## src/rtl/adder4_seq_acc.sv

```systemverilog
// adder4_seq_acc: 8-bit burst accumulator built around an external 4-bit adder.
// Each operand is added in two passes through the adder, low nibble first and
// then high nibble. The carry between the two passes is held in a register.
// The total and a sticky overflow flag are returned over a valid/ready handshake.
//
// state | meaning
// ------+----------------------------------------------------------
// IDLE  | quiescent, all outputs 0, waits for start
// WAIT  | op_ready=1, waits for an operand
// LO    | low-nibble pass: acc[3:0] + opreg[3:0]
// HI    | high-nibble pass: acc[7:4] + opreg[7:4] + carry
// DONE  | result presented until res_ready
module adder4_seq_acc #(
  parameter int NUM_OPS = 4  // operands per burst, 2..15
) (
  input  logic       clk,
  input  logic       rst,
  input  logic       start,
  input  logic       op_valid,
  input  logic [7:0] op_data,
  output logic       op_ready,
  output logic [3:0] add_a,
  output logic [3:0] add_b,
  output logic       add_cin,
  input  logic [3:0] add_sum,
  input  logic       add_cout,
  output logic       res_valid,
  output logic [7:0] res_data,
  output logic       res_ovf,
  input  logic       res_ready,
  output logic       busy
);

  typedef enum logic [2:0] {
    S_IDLE = 3'd0,
    S_WAIT = 3'd1,
    S_LO   = 3'd2,
    S_HI   = 3'd3,
    S_DONE = 3'd4
  } state_t;

  localparam logic [3:0] LAST_CNT = 4'(NUM_OPS - 1);

  state_t     state_q, state_d;
  logic [7:0] acc_q, acc_d;
  logic [7:0] opreg_q, opreg_d;
  logic       carry_q, carry_d;
  logic       ovf_q, ovf_d;
  logic [3:0] cnt_q, cnt_d;

  // Next-state and datapath update; the adder result is only consumed in LO/HI.
  always_comb begin
    state_d = state_q;
    acc_d   = acc_q;
    opreg_d = opreg_q;
    carry_d = carry_q;
    ovf_d   = ovf_q;
    cnt_d   = cnt_q;
    case (state_q)
      S_IDLE: begin
        if (start) begin
          acc_d   = 8'h00;
          ovf_d   = 1'b0;
          cnt_d   = 4'd0;
          carry_d = 1'b0;
          state_d = S_WAIT;
        end
      end
      S_WAIT: begin
        if (op_valid) begin
          opreg_d = op_data;
          state_d = S_LO;
        end
      end
      S_LO: begin
        acc_d[3:0] = add_sum;
        carry_d    = add_cout;
        state_d    = S_HI;
      end
      S_HI: begin
        acc_d[7:4] = add_sum;
        // Only the high-nibble carry-out is a true 8-bit overflow.
        ovf_d      = ovf_q | add_cout;
        cnt_d      = cnt_q + 4'd1;
        state_d    = (cnt_q == LAST_CNT) ? S_DONE : S_WAIT;
      end
      S_DONE: begin
        if (res_ready) state_d = S_IDLE;
      end
      default: state_d = S_IDLE;
    endcase
  end

  // State and datapath registers, cleared asynchronously.
  always_ff @(posedge clk or posedge rst) begin
    if (rst) begin
      state_q <= S_IDLE;
      acc_q   <= 8'h00;
      opreg_q <= 8'h00;
      carry_q <= 1'b0;
      ovf_q   <= 1'b0;
      cnt_q   <= 4'd0;
    end else begin
      state_q <= state_d;
      acc_q   <= acc_d;
      opreg_q <= opreg_d;
      carry_q <= carry_d;
      ovf_q   <= ovf_d;
      cnt_q   <= cnt_d;
    end
  end

  // Outputs decode from registers only, so there is no input-to-output path.
  always_comb begin
    op_ready  = (state_q == S_WAIT);
    busy      = (state_q != S_IDLE);
    res_valid = (state_q == S_DONE);
    res_data  = (state_q == S_DONE) ? acc_q : 8'h00;
    res_ovf   = (state_q == S_DONE) ? ovf_q : 1'b0;
    add_a     = 4'h0;
    add_b     = 4'h0;
    add_cin   = 1'b0;
    if (state_q == S_LO) begin
      add_a = acc_q[3:0];
      add_b = opreg_q[3:0];
    end else if (state_q == S_HI) begin
      add_a   = acc_q[7:4];
      add_b   = opreg_q[7:4];
      add_cin = carry_q;
    end
  end

endmodule

```

## config.mk

```make
export PLATFORM = sky130hd
export DESIGN_NAME = adder4_seq_acc
export DESIGN_NICKNAME = d
export VERILOG_FILES = /design/src/rtl/adder4_seq_acc.sv
export SDC_FILE = /design/constraint.sdc
export NUM_CORES = 1
export LEC_CHECK = 0
export BUFFER_PORTS_ARGS = -buffer_cell sky130_fd_sc_hd__clkbuf_2
export CAP_MARGIN = 20
export CORE_ASPECT_RATIO = 1.75
export CORE_MARGIN = 8
export CORE_UTILIZATION = 40
export CTS_CLUSTER_SIZE = 16
export DETAILED_ROUTE_END_ITERATION = 10
export PLACE_DENSITY_LB_ADDON = 0.25
export SLEW_MARGIN = 30
export SYNTH_ARGS = -nofsm -noshare
export SYNTH_HDL_FRONTEND = slang
export SYNTH_SLANG_ARGS = --single-unit
```

## constraint.sdc

```tcl
create_clock -name clk -period 1.5 [get_ports clk]
set_clock_uncertainty 0.05 [all_clocks]
set_input_delay 0.225 -clock clk [delete_from_list [all_inputs] [get_ports clk]]
set_output_delay 0.225 -clock clk [all_outputs]
set_load 0.05 [all_outputs]
```

# == Yosys cells after proc, flatten, opt, wreduce, memory -nomap -nowiden ==
# Cells that the tools add are included.
# classes
n_reduce_logical,8
bitwise_logic,1
mux,21
n_eq_ne,8
add_sub_neg,1
# ops
operator,n
one-hot mux 4 bit (2 select lines),3
two-way mux 4 bit,5
two-way mux 8 bit,2
one-hot mux 3 bit (5 select lines),1
two-way mux 3 bit,4
equality test 3 x 2 -> 1 bit (second input constant),2
AND reduction 2 bit,3
adder 4 x 1 -> 4 bit (second input constant),1
equality test 4 x 2 -> 1 bit (second input constant),1
two-way mux 1 bit,4
!= test 2 bit (second input constant),2
one-hot mux 1 bit (2 select lines),2
nonzero test 2 bit,2
equality test 3 x 1 -> 1 bit (second input constant),1
equality test 3 bit (second input constant),1
zero test 3 bit,1
AND reduction 3 bit,1
nonzero test 3 bit,1
!= test 2 x 1 -> 1 bit (second input constant),1
OR 1 bit,1
# word_totals
output_inout_bits,21
reg_bits,25
word_cells,46

# == Longest topological paths before layout ==
# logic_depth
ltp_word,3
ltp_mapped,5

# == Worst setup path after synthesis ==
# Ideal clock, no wire load.
# synth_timing
path_kind,register to output
start,reg state_q[0]
end,out op_ready
path_slack_ns,-0.710
arrival_time_ns,1.935
stages_incl_launch_ff,4
path_cell_list,dfrtp_1 buf_2 buf_4 nor3b_1
# synth_between
elab_chain_len,1
# synth_lines
element,line_no,source
start: declaration,44,"state_t state_q, state_d;"
start signal: assignment,104,state_q <= state_d;
equality test 3 x 1 -> 1 bit,115,op_ready = (state_q == S_WAIT);
end: declaration,21,"output logic op_ready,"
# No other way between the ends.

# == Worst setup path after layout ==
# layout_timing
start,reg state_q[0]
end,out res_data[1]
# layout_between
elab_chain_len,2
# layout_lines
element,line_no,source
equality test 3 bit,118,res_data = (state_q == S_DONE) ? acc_q : 8'h00;
two-way mux 8 bit,118,
end: declaration,28,"output logic [7:0] res_data,"
# No other way between the ends.

==> flow_summary.yaml <==
synthesis:
  synth_area_leaders: "dfrtp_1, mux2_2, mux2i_1, nor2_1, and2_1"
  yosysUniqueCellTypes: 30
  yosysWarnings: 0
  synth_area_leader_cell: "dfrtp_1"
  syn_area_um2: 1290
  syn_avg_cell_area_um2: 10.2
  synth_compound_area_share_pct: 14.2
  synth_top_family_by_area: "simple AND/OR/NAND/NOR gates"
  yosys.area_share.simple_pct: 17.9
  synth_seq_cells: 25
  yosysTopAreaCellShare_pct: 48.5
  ys_seq_area_share_pct: 48.5
  synth_nets: 145
  muxShareOfSynthArea_pct: 14.1
  synthCells: 126
  synth_xor_area_share_pct: 0
  synth_fa_ha_area_share_pct: 0.970
finish:
  mostFrequentLayoutCells: "dfrtp_1, buf_12, clkbuf_2"
  layout_commonest_cell: "dfrtp_1"
  drive_gt1_share_pct: 60.8
  final_util_pct: 74.9
  num-fill-cells: 211
  antennaDiodeCount: 0
  syn2layout_area_growth_pct: 80.5
  nNetsFinal: 206
global_route:
  grt_use_total_pct: 15.5
  grt_pass1_wl_mm: 6.60
  grt_pass1_vias: 1355
  grt_max_degree: 26
  antenna_found_initial: 0
  overflow: 0
cts:
  clkLatencyLatePin_ns: 0.27
  cts-buffers-inserted: 3
  root_buffer: "clkbuf_8"
  cts_tree: "yes"
  clkTransAtPathRegs_ns: 0.09
  cts.sinks: 25
  clockBufferDepth: 2
  htreeDepth: 1
sta:
  fin_crit_sh_pct: 119
  setup_violations: 29
  final_hold_viol_count: 0
  slew_violations: 0
  setup_ws_ns: -0.285
  max_slew.worst_pin.slew_ns: 0.431
  max_freq_ghz: 0.560
  min_period_ns: 1.79
  relSlewSlack_pct: 71.0
  rsz0062_at_grt: "true"
floorplanning:
  row_count: 27
  core_um2: 3110
  start_util_pct: 41.5
  die_y_um: 91.1
  io_pins: 39
  die_w_um: 58.9
  die-area_um2: 5370
drt:
  ant_nets: 0
  drc: 0
  first_iter_violations: 25
  vias_per_cell: 5.32
  wirelength_mm: 3.96
  drtPass1Iterations: 4
  vias: 1218
  avgRoutedWirePerCell_um: 17.3
worst_setup_path:
  start_kind: "flip-flop"
  crit_type: "reg2out"
  crit_fanout: 5
  required_ns: 1.22
  end_kind: "primary output"
  cp.arrival_ns: 1.51
flow_run:
  drv_cap: 0
place:
  dp_hpwl_mm: 2.80
  gp_congestion: 0.815
  io_buffer_count: 38
  place_ws_ns: -0.0269
pwr:
  power_mw: 5.07
  vdd_drop_max_mv: 1.47
  power_density_nw_per_um2: 2180
  p_leak_nw: 1.02
outcome:
  violations: "setup timing"
  status: "finished, violations left"
min_path:
  hp-class: "in2reg"
## synthesized netlist by cell type (all sizes together)
library cell	n
inv	3
a41oi	1
a31o	1
ha	1
a22o	6
nand4	1
nor2	19
mux2i	8
nand3	3
nor3	2
and3b	1
nand2	4
dfrtp	25
or3b	1
mux2	9
nand2b	1
and2	10
o211a	1
or3	1
a21oi	9
nor3b	1
o21ai	8
o21a	1
a32o	1
buf	8
## area by class of cell
class / instances / area (µm²) / area share [%]
multi-input combinational: 90 / 820 / 35.2
timing repair buffer: 64 / 767 / 32.9
sequential: 25 / 628 / 27.0
tap: 43 / 53.8 / 2.31
clock buffer: 3 / 41.3 / 1.77
inverter: 3 / 11.3 / 0.484
clock inverter: 1 / 7.51 / 0.322
## worst max-delay path, stage by stage, from the launching register on
cell     delay (ns)
dfrtp_2        0.47
buf_6          0.14
nor3_4         0.19
buf_6          0.16
and2_4         0.15
buf_12         0.13
## repair_timing
| item | CTS | global route |
|---|---|---|
| pin swaps | 8 | 2 |
| endpoints found under the hold margin | 25 | 0 |
| gates resized for setup | 36 | 16 |
| endpoints found under the setup margin | 29 | 37 |
| cloned | 1 | 0 |
| setup buffers | 6 | 2 |
| hold buffers | 1 | 0 |
## sequential cells by signal, indices dropped and copies added, names as in the netlist
signal   cells
state_q      3
acc_q        8
carry_q      1
cnt_q        4
ovf_q        1
opreg_q      8
## path summary, 6_finish.rpt
path | cells past startpoint | start | endpoint | slack [ns]
worst max-delay path | 5 | state_q[0] | res_data[1] | -0.29
worst min-delay path | 2 | op_data[1] | opreg_q[1] | 0.13
worst max register to register | 7 | state_q[0] | opreg_q[2] | -0.17
worst min register to register | 1 | carry_q | carry_q | 0.47
max in group asynchronous | 4 | rst | state_q[0] | 0.66
min in group asynchronous | 4 | rst | opreg_q[3] | 0.48
## logic make-up (layout without fill, tap and decap cells)
family	after synthesis	in the layout
buf+inv	11	71
flops	25	25
compound gates	28	28
simple gates	44	44
mux	17	17
fa+ha+maj	1	1
## stage by stage
stage                     hold WS [ns]  instances  area, µm²  TNS, ns
final                            0.130        229       2330    -5.84
after global routing             0.119        229       2330    -7.16
after CTS                        0.126        228       2250    -3.96
after detailed placement         0.226        216       1990   -0.151
after global placement           0.220        216       1990  -0.0136
after floorplan                  0.202        126       1380   -0.415
## routing by layer
| metal | vias to the layer above | part of all wire, % | wire [µm] | global-route usage (%) |
|---|---|---|---|---|
| met3 | 5 | 4.9 | 195 | 2.97 |
| met1 | 609 | 34 | 1340 | 16.4 |
| met4 | 0 | 1.4 | 56 | 7.03 |
| met5 | - | 0 | 0 | 0 |
| li1 | 564 | - | - | - |
| met2 | 40 | 60 | 2370 | 27.7 |
## power breakdown
| group | switching [mW] | internal, mW | total [mW] |
|---|---|---|---|
| logic | 1.61 | 1.72 | 3.33 |
| clock network | 0.222 | 0.188 | 0.411 |
| registers | 0.340 | 0.991 | 1.33 |
| total | 2.17 | 2.90 | 5.07 |
Power figures use the tool's default switching activity.
